--- src/rtl/sync_fifo_flex_pkg.sv ---
// Shared FIFO types for the QSPI TX/RX data-path wrappers.
// Holds the read-mode selector and the elaboration-time depth check.
package fifo_pkg;

  typedef enum logic {
    FIFO_STD  = 1'b0,
    FIFO_FWFT = 1'b1
  } fifo_mode_e;

  function automatic bit is_pow2_ge2(input int v);
    return (v >= 2) && ((v & (v - 1)) == 0);
  endfunction

endpackage

--- src/rtl/sync_fifo_flex_if.sv ---
// Push/pop/status bundle of sync_fifo_flex; the producer/consumer side uses
// the master modport and the FIFO uses the slave modport.
interface sync_fifo_flex_if #(
  parameter int DATA_WIDTH = 32,
  parameter int FIFO_DEPTH = 16
);
  localparam int LW = $clog2(FIFO_DEPTH) + 1;

  logic                  flush;
  logic                  wr_en;
  logic [DATA_WIDTH-1:0] wr_data;
  logic                  rd_en;
  logic                  err_clr;
  logic [DATA_WIDTH-1:0] rd_data;
  logic                  rd_valid;
  logic                  full;
  logic                  empty;
  logic                  almost_full;
  logic                  almost_empty;
  logic [LW-1:0]         level;
  logic                  overflow;
  logic                  underflow;

  modport master (
    output flush, wr_en, wr_data, rd_en, err_clr,
    input  rd_data, rd_valid, full, empty, almost_full, almost_empty,
           level, overflow, underflow
  );

  modport slave (
    input  flush, wr_en, wr_data, rd_en, err_clr,
    output rd_data, rd_valid, full, empty, almost_full, almost_empty,
           level, overflow, underflow
  );

endinterface

--- src/rtl/sync_fifo_flex_mem.sv ---
// Storage array for sync_fifo_flex: one synchronous write port and one
// asynchronous read port; contents are deliberately not reset.
module fifo_mem #(
  parameter int DATA_WIDTH = 32,
  parameter int FIFO_DEPTH = 16,
  parameter int AW         = $clog2(FIFO_DEPTH)
) (
  input  logic                  i_clk,
  input  logic                  i_we,
  input  logic [AW-1:0]         i_waddr,
  input  logic [DATA_WIDTH-1:0] i_wdata,
  input  logic [AW-1:0]         i_raddr,
  output logic [DATA_WIDTH-1:0] o_rdata
);

  logic [DATA_WIDTH-1:0] r_mem [FIFO_DEPTH];

  always_ff @(posedge i_clk) begin
    if (i_we) r_mem[i_waddr] <= i_wdata;
  end

  assign o_rdata = r_mem[i_raddr];

endmodule

--- src/rtl/sync_fifo_flex.sv ---
// Single-clock FIFO with registered or show-ahead read, programmable almost
// thresholds, fill level, synchronous flush and sticky overflow/underflow.
module sync_fifo_flex
  import fifo_pkg::*;
#(
  parameter int         DATA_WIDTH    = 32,
  parameter int         FIFO_DEPTH    = 16,
  parameter fifo_mode_e READ_MODE     = FIFO_STD,
  parameter int         AFULL_THRESH  = FIFO_DEPTH - 2,
  parameter int         AEMPTY_THRESH = 2
) (
  input  logic             clk,
  input  logic             rst,
  sync_fifo_flex_if.slave  bus
);

  localparam int AW = $clog2(FIFO_DEPTH);
  localparam int LW = AW + 1;

  if (!is_pow2_ge2(FIFO_DEPTH)) begin : g_bad_depth
    $error("sync_fifo_flex: FIFO_DEPTH must be a power of two and at least 2");
  end
  if (AFULL_THRESH < 1 || AFULL_THRESH > FIFO_DEPTH) begin : g_bad_afull
    $error("sync_fifo_flex: AFULL_THRESH out of range 1..FIFO_DEPTH");
  end
  if (AEMPTY_THRESH < 0 || AEMPTY_THRESH > FIFO_DEPTH - 1) begin : g_bad_aempty
    $error("sync_fifo_flex: AEMPTY_THRESH out of range 0..FIFO_DEPTH-1");
  end

  logic [AW-1:0]         r_wr_ptr;
  logic [AW-1:0]         r_rd_ptr;
  logic [LW-1:0]         r_level;
  logic [DATA_WIDTH-1:0] r_rd_data;
  logic                  r_rd_valid;
  logic                  r_overflow;
  logic                  r_underflow;

  logic                  w_full;
  logic                  w_empty;
  logic                  w_pop_ok;
  logic                  w_push_ok;
  logic                  w_ovf_set;
  logic                  w_unf_set;
  logic [DATA_WIDTH-1:0] w_rdata;

  // Status flags decode from the registered level only.
  assign w_full  = (r_level == LW'(FIFO_DEPTH));
  assign w_empty = (r_level == '0);

  assign w_pop_ok  = !bus.flush && bus.rd_en && !w_empty;
  assign w_push_ok = !bus.flush && bus.wr_en && (!w_full || w_pop_ok);
  assign w_ovf_set = !bus.flush && bus.wr_en && !w_push_ok;
  assign w_unf_set = !bus.flush && bus.rd_en && !w_pop_ok;

  fifo_mem #(
    .DATA_WIDTH (DATA_WIDTH),
    .FIFO_DEPTH (FIFO_DEPTH),
    .AW         (AW)
  ) u_mem (
    .i_clk   (clk),
    .i_we    (w_push_ok),
    .i_waddr (r_wr_ptr),
    .i_wdata (bus.wr_data),
    .i_raddr (r_rd_ptr),
    .o_rdata (w_rdata)
  );

  always_ff @(posedge clk or posedge rst) begin
    if (rst) begin
      r_wr_ptr   <= '0;
      r_rd_ptr   <= '0;
      r_level    <= '0;
      r_rd_data  <= '0;
      r_rd_valid <= 1'b0;
    end else if (bus.flush) begin
      r_wr_ptr   <= '0;
      r_rd_ptr   <= '0;
      r_level    <= '0;
      r_rd_valid <= 1'b0;
    end else begin
      if (w_push_ok) r_wr_ptr <= r_wr_ptr + AW'(1);
      if (w_pop_ok)  r_rd_ptr <= r_rd_ptr + AW'(1);
      if (w_push_ok && !w_pop_ok)      r_level <= r_level + LW'(1);
      else if (!w_push_ok && w_pop_ok) r_level <= r_level - LW'(1);
      r_rd_valid <= w_pop_ok;
      if (w_pop_ok) r_rd_data <= w_rdata;
    end
  end

  // A new error event in the same cycle as err_clr keeps the flag set.
  always_ff @(posedge clk or posedge rst) begin
    if (rst) begin
      r_overflow  <= 1'b0;
      r_underflow <= 1'b0;
    end else begin
      if (w_ovf_set)        r_overflow <= 1'b1;
      else if (bus.err_clr) r_overflow <= 1'b0;
      if (w_unf_set)        r_underflow <= 1'b1;
      else if (bus.err_clr) r_underflow <= 1'b0;
    end
  end

  assign bus.rd_data      = (READ_MODE == FIFO_FWFT) ? w_rdata  : r_rd_data;
  assign bus.rd_valid     = (READ_MODE == FIFO_FWFT) ? !w_empty : r_rd_valid;
  assign bus.full         = w_full;
  assign bus.empty        = w_empty;
  assign bus.almost_full  = (r_level >= LW'(AFULL_THRESH));
  assign bus.almost_empty = (r_level <= LW'(AEMPTY_THRESH));
  assign bus.level        = r_level;
  assign bus.overflow     = r_overflow;
  assign bus.underflow    = r_underflow;

endmodule

--- src/flat_wrapper.sv ---
// flat-port wrapper written by rule: the top's interface ports become plain ports
module sync_fifo_flex_flat import fifo_pkg::*;
#(
  parameter int         DATA_WIDTH    = 32,
  parameter int         FIFO_DEPTH    = 16,
  parameter fifo_mode_e READ_MODE     = FIFO_STD,
  parameter int         AFULL_THRESH  = FIFO_DEPTH - 2,
  parameter int         AEMPTY_THRESH = 2
)
  (clk, rst, bus_flush, bus_wr_en, bus_wr_data, bus_rd_en, bus_err_clr, bus_rd_data, bus_rd_valid, bus_full, bus_empty, bus_almost_full, bus_almost_empty, bus_level, bus_overflow, bus_underflow);
  sync_fifo_flex_if #(.DATA_WIDTH(DATA_WIDTH), .FIFO_DEPTH(FIFO_DEPTH)) bus_i ();
  input  logic clk;
  input  logic rst;
  input wire logic [$bits(bus_i.flush)-1:0] bus_flush;
  input wire logic [$bits(bus_i.wr_en)-1:0] bus_wr_en;
  input wire logic [$bits(bus_i.wr_data)-1:0] bus_wr_data;
  input wire logic [$bits(bus_i.rd_en)-1:0] bus_rd_en;
  input wire logic [$bits(bus_i.err_clr)-1:0] bus_err_clr;
  output wire logic [$bits(bus_i.rd_data)-1:0] bus_rd_data;
  output wire logic [$bits(bus_i.rd_valid)-1:0] bus_rd_valid;
  output wire logic [$bits(bus_i.full)-1:0] bus_full;
  output wire logic [$bits(bus_i.empty)-1:0] bus_empty;
  output wire logic [$bits(bus_i.almost_full)-1:0] bus_almost_full;
  output wire logic [$bits(bus_i.almost_empty)-1:0] bus_almost_empty;
  output wire logic [$bits(bus_i.level)-1:0] bus_level;
  output wire logic [$bits(bus_i.overflow)-1:0] bus_overflow;
  output wire logic [$bits(bus_i.underflow)-1:0] bus_underflow;
  assign bus_i.flush = bus_flush;
  assign bus_i.wr_en = bus_wr_en;
  assign bus_i.wr_data = bus_wr_data;
  assign bus_i.rd_en = bus_rd_en;
  assign bus_i.err_clr = bus_err_clr;
  assign bus_rd_data = bus_i.rd_data;
  assign bus_rd_valid = bus_i.rd_valid;
  assign bus_full = bus_i.full;
  assign bus_empty = bus_i.empty;
  assign bus_almost_full = bus_i.almost_full;
  assign bus_almost_empty = bus_i.almost_empty;
  assign bus_level = bus_i.level;
  assign bus_overflow = bus_i.overflow;
  assign bus_underflow = bus_i.underflow;
  sync_fifo_flex #(.DATA_WIDTH(DATA_WIDTH), .FIFO_DEPTH(FIFO_DEPTH), .READ_MODE(READ_MODE), .AFULL_THRESH(AFULL_THRESH), .AEMPTY_THRESH(AEMPTY_THRESH)) u_core (.clk(clk), .rst(rst), .bus(bus_i));
endmodule
--- config.mk ---
export PLATFORM = sky130hd
export DESIGN_NAME = sync_fifo_flex_flat
export DESIGN_NICKNAME = d
export VERILOG_FILES = /design/src/rtl/sync_fifo_flex_pkg.sv /design/src/rtl/sync_fifo_flex_if.sv /design/src/rtl/sync_fifo_flex_mem.sv /design/src/rtl/sync_fifo_flex.sv /design/src/flat_wrapper.sv
export SDC_FILE = /design/constraint.sdc
export NUM_CORES = 1
export LEC_CHECK = 0
export BUFFER_PORTS_ARGS = -buffer_cell sky130_fd_sc_hd__buf_4
export CAP_MARGIN = 20
export CORE_AREA = 5 5 218 220
export CTS_CLUSTER_SIZE = 16
export DETAILED_ROUTE_END_ITERATION = 10
export DIE_AREA = 0 0 223 225
export PLACE_DENSITY = 0.74
export RECOVER_POWER = 25
export SYNTH_ARGS = -nofsm -noshare
export SYNTH_HDL_FRONTEND = slang
export SYNTH_SLANG_ARGS = --single-unit
--- constraint.sdc ---
create_clock -name clk -period 4.9 [get_ports clk]
set_input_delay 1.47 -clock clk [delete_from_list [all_inputs] [get_ports clk]]
set_output_delay 1.47 -clock clk [all_outputs]
set_load 0.01 [all_outputs]
Word-level counts from Yosys, hierarchy flattened:

Memory sizes are Yosys's and may differ from the RTL's. A register that Yosys moved wholly into a read port is not among the register bits.
Cells that the tools add are included.
W data, S select, Z words.

* div/mod/pow operators: 0
* reduce and logical (&&, ||, !) cells: 21
* equality and inequality tests: 1
* shift operators: 0
* multipliers: 0
* $add $sub $neg: 4
* muxes and demuxes: 13
* bitwise gates (word level): 1
* order comparisons: 2

Operators by type and width (number)
* $mux W4: 4
* $mux W5: 3
* $add A4 B1 Y4 const B: 2
* $logic_and A1 B1 Y1: 8
* $reduce_bool A2 Y1: 4
* $mux W1: 6
* $add A5 B1 Y5 const B: 1
* $eq A5 B5 Y1 const B: 1
* $ge A5 B4 Y1 const B: 1
* $le A5 B2 Y1 const B: 1
* $logic_not A1 Y1: 5
* $logic_not A5 Y1: 1
* $sub A5 B1 Y5 const B: 1
* $reduce_bool A3 Y1: 1
* $reduce_and A2 Y1: 1
* $logic_or A1 B1 Y1: 1
* $not A1 Y1: 1

* ROM bits: 0
* output and inout port bits: 44
* RAM bits: 512
* logic and storage cells: 49
* bits in latches: 0
* memories: 1
* input port bits: 38
* bits in registers: 16

Memory list
* u_core.u_mem.r_mem: words 16, width 32, read ports 1, clocked after Yosys merged registers in 1, wr ports 1, RTL line sync_fifo_flex_mem.sv:16 `logic [DATA_WIDTH-1:0] r_mem [FIFO_DEPTH];`

Longest topological paths before layout:

* depth in word-level cells: 10
* depth in mapped cells: 10
* mapped depth without buffers: 9

Cells and area by module:

Synthesis repeated with hierarchy kept, for this count alone.

* cell total of the unflattened synthesis: 981
* area total of the unflattened synthesis: 21429.3 um^2

Modules (own cells, without submodules)
* fifo_mem: instances 1, area an instance 19213.4 um^2, cells an instance 806, sequential area each 15374.7 um^2
* sync_fifo_flex: instances 1, area an instance 2215.9 um^2, cells an instance 175, sequential area each 1201.2 um^2

Least setup slack after synthesis:

No wires, ideal clock.

* kind: in2reg
* start: input port bus_rd_en
* end: memory u_core.u_mem.r_mem[1][0] (enable)
* data arrival time: 5078 ps
* required time: 4399 ps
* path buffers: 1
* cell stages on the path: 4
* path slack: -679 ps
* library setup time: 501 ps
* cells stage by stage: bufbuf_16 > inv_1 > a31o_2 > nor4_1

* word-level cells in the longest chain between the ends: 6

Ends and longest elaborated chain
* start: declaration: RTL line flat_wrapper.sv:17 `input wire logic [$bits(bus_i.rd_en)-1:0] bus_rd_en;`
* $logic_and A1 B1 Y1 (2 in series): RTL line sync_fifo_flex.sv:50 `assign w_pop_ok = !bus.flush && bus.rd_en && !w_empty;`
* $logic_or A1 B1 Y1: RTL line sync_fifo_flex.sv:51 `assign w_push_ok = !bus.flush && bus.wr_en && (!w_full || w_pop_ok);`
* $logic_and A1 B1 Y1: RTL line sync_fifo_flex.sv:51
* $mux W1: RTL line sync_fifo_flex_mem.sv:19 `if (i_we) r_mem[i_waddr] <= i_wdata;`
* $mux W1 (not written as such): RTL line sync_fifo_flex_mem.sv:19
* end: declaration: RTL line sync_fifo_flex_mem.sv:16

No other way between the ends.

Worst setup path in the final report:

* start: register u_core.r_level[1], in the netlist u_core.bus.level[1]
* end: output port bus_full

* word-level cells in the longest chain between the ends: 1

Ends and longest elaborated chain
* start: declaration: RTL line sync_fifo_flex.sv:32 `logic [LW-1:0] r_level;`
* start signal: assignment: RTL line sync_fifo_flex.sv:83 `if (w_push_ok && !w_pop_ok) r_level <= r_level + LW'(1);`
* start signal: assignment: RTL line sync_fifo_flex.sv:84 `else if (!w_push_ok && w_pop_ok) r_level <= r_level - LW'(1);`
* $eq A5 B5 Y1: RTL line sync_fifo_flex.sv:47 `assign w_full = (r_level == LW'(FIFO_DEPTH));`
* end: declaration: RTL line flat_wrapper.sv:21 `output wire logic [$bits(bus_i.full)-1:0] bus_full;`

No other way between the ends.

==> results.sh <==
export IMPL_status="finished clean"
export IMPL_crit_required_ns=3.43
export IMPL_maxCapViolCount=0
export IMPL_crit_path_top_delay_cell="or4_4"
export IMPL_clk_path_buf_depth=3
export IMPL_grt_setup_unrepaired="no"
export IMPL_cts_buffers=54
export IMPL_synth_top_cell_by_area="edfxtp_1"
export IMPL_synthTopCellsByArea="edfxtp_1 (71%), mux4_2 (13%), dfrtp_1 (5.6%)"
export IMPL_path_class="reg -> out"
export IMPL_placed_cell_area_sq_um=23000
export IMPL_ys_top_cells_by_count="edfxtp_1 (512), mux4_2 (128), mux2i_1 (67), dfrtp_1 (48), nand2_1 (37)"
export IMPL_netlist_instances=987
export IMPL_ctsResizeCount=0
export IMPL_core_area_sq_um=45100
export IMPL_gp_congestion=0.770
export IMPL_die_h_um=225
export IMPL_fin_area_sq_um=24600
export IMPL_yosysWarnings=0
export IMPL_synth_edf_count=512
export IMPL_rows=78
export IMPL_synthDistinctLibCells=47
export IMPL_hold_start="u_core.bus.rd_data[6]"
export IMPL_finalCritPeriodShare_pct=72.8
export IMPL_nets=1144
export IMPL_htreeDepth=2
export IMPL_startpoint="u_core.bus.level[1]"
export IMPL_setup_tns_final_ns=0
export IMPL_die_w_um=223
export IMPL_crit_chain="or4_4 > nor2_1 > buf_4"
export IMPL_drt_total_wl_um=43700
export IMPL_place_hpwl_um=24500
export IMPL_port_buffers=81
export IMPL_yosysTopAreaCellShare_pct=71.3
export IMPL_power_density_nw_per_um2=448
export IMPL_critPathTopFamily="simple AND/OR/NAND/NOR gates"
export IMPL_reg2reg_slack_ns=1.91
export IMPL_r2r_start="u_core.bus.level[1]"
export IMPL_clock_sinks=560
export IMPL_hold_ws_ns=0.487
export IMPL_grt_pass1_vias=10677
export IMPL_path_buf_inv=1
export IMPL_synth_area_sq_um=21600
export IMPL_fmax_ghz=0.280
export IMPL_drt_first_pass_iters=5
export IMPL_ys_flop_type="edfxtp_1"
export IMPL_grt_overflow=0
export IMPL_antenna_found_initial=1
export IMPL_synthesis_nets=1035
export IMPL_boundaryPins=82
export IMPL_drt_iter0_drc=975
export IMPL_hold_buffers=0
export IMPL_critPathCaptureType="primary output"
export IMPL_cts_setup_buffers=0
export IMPL_synthMostInstantiatedCell="edfxtp_1"
export IMPL_root_buffer="clkbuf_16"
export IMPL_clkSlewWorstSetupHoldPaths_ns=0.06
export IMPL_start_util_pct=47.8
export IMPL_startpoint_type="register"
export IMPL_vias=10092
export IMPL_fin_total_pwr_mw=11.0
export IMPL_area_delta_synth_final_pct=14.3
export IMPL_grt_max_degree=58
export IMPL_cp_max_fo=10
export IMPL_cp_data_arrival_time_ns=2.10
export IMPL_cts_tree="yes"
export IMPL_hold_class="reg -> reg"
export IMPL_hold_viol=0
export IMPL_setup_violations=0
export IMPL_slew_headroom_pct=26.0
export IMPL_grt_pass1_wl_um=67400
export IMPL_cp_slowest_stage_delay_ns=0.63
export IMPL_p_leak_nw=7.79
export IMPL_syn_avg_cell_area_sq_um=21.9
export IMPL_via_per_inst=5.80
export IMPL_drive_gt1_share_pct=27.5
export IMPL_ys_seq_elements=560
export IMPL_fin_skew_ns=0.0154
export IMPL_report_final_slew_viol_count=0
export IMPL_tightest_slew_ns=1.11
export IMPL_wl_per_cell_um=25.1
export IMPL_synth_seq_area_share_pct=76.9
export IMPL_worst_skew_pair_late_latency_ns=0.58
export IMPL_ant_nets=0
export IMPL_dieArea_sq_um=50200
export IMPL_grtUsageTotal_pct=17.5
export IMPL_async_flop_share_pct=8.57
export IMPL_ir_drop_v=0.000245
export IMPL_route_detailed_drc=0
export IMPL_num_antenna_cells=0
export IMPL_timing_final_crit_period_ns=3.57
## final timing paths
kind                                          to  depth (start not counted)
max                                     bus_full                          3
min in group asynchronous    u_core.bus.level[3]                          2
max in group asynchronous     u_core.r_rd_ptr[1]                          3
max reg2reg                  u_core.bus.level[4]                          8
min reg2reg                u_core.bus.rd_data[6]                          2
min                        u_core.bus.rd_data[6]                          2
## tightest hold or removal path, delay by kind of cell (launching register included)
kind / cells / cell delay [ns]
DFF: 1 / 0.34
and+or+nand+nor: 1 / 0.05
AOI/OAI and AO/OA: 1 / 0.06
## final cells by class
cell class                      count  area (sq um)
Fill cell                        3354         20400
Sequential cell                   560         16600
Multi-Input combinational cell    362          4740
Clock buffer                       86          1620
Tap cell                          600           751
Timing Repair Buffer              105           733
Clock inverter                     14           158
Inverter                           13          48.8
## through the flow
stage | setup WS (ns) | util (%) | cells
after floorplan | -0.679 | - | 987
after global placement | 1.06 | 50.9 | 1640
after detailed placement | 1.01 | 50.9 | 1640
after CTS | 1.33 | 54.9 | 1740
after global routing | 1.22 | 54.7 | 1740
final | 1.33 | 54.7 | 1740
## state kept, by name, indices dropped and copies added (netlist names)
register	cells
u_core.bus.level	5
u_core.bus.overflow	1
u_core.bus.rd_data	32
u_core.bus.rd_valid	1
u_core.bus.underflow	1
u_core.r_rd_ptr	4
u_core.r_wr_ptr	4
u_core.u_mem.r_mem	512
## metal layers
layer / GRT usage, % / wire length (um) / up-vias
met5: 0 / 13 / -
met4: 4.37 / 780 / 2
met3: 2.94 / 2500 / 54
met2: 28.9 / 22000 / 319
met1: 24.8 / 18400 / 5384
li1: - / - / 4333
## placed cells by master, fill, tap and decap left out, drive strengths merged, types with 4 or more instances in the layout
| cell type | instances |
|---|---|
| a21oi | 6 |
| and2 | 8 |
| buf | 77 |
| clkbuf | 114 |
| clkinv | 7 |
| dfrtp | 48 |
| edfxtp | 512 |
| ha | 9 |
| inv | 15 |
| mux2i | 67 |
| mux4 | 128 |
| nand2 | 37 |
| nand3 | 7 |
| nor2 | 16 |
| nor4 | 5 |
| o21ai | 5 |
| o221ai | 32 |
| or3 | 4 |
## cells by family after synthesis
family | Yosys count | share of synthesized area [%]
xor gates and xnor gates | 6 | 0.244
buffers and inverters | 65 | 1.47
DFF | 560 | 76.9
adders and majority gates | 10 | 0.615
and+or+nand+nor | 88 | 1.94
muxes | 198 | 16.6
AOI/OAI and AO/OA | 60 | 2.25
## power breakdown
group,switching (mW),internal (mW)
sequential,0.239,5.42
clock,1.69,2.42
combinational,0.670,0.591
total,2.60,8.44
Power figures use the tool's default switching activity.
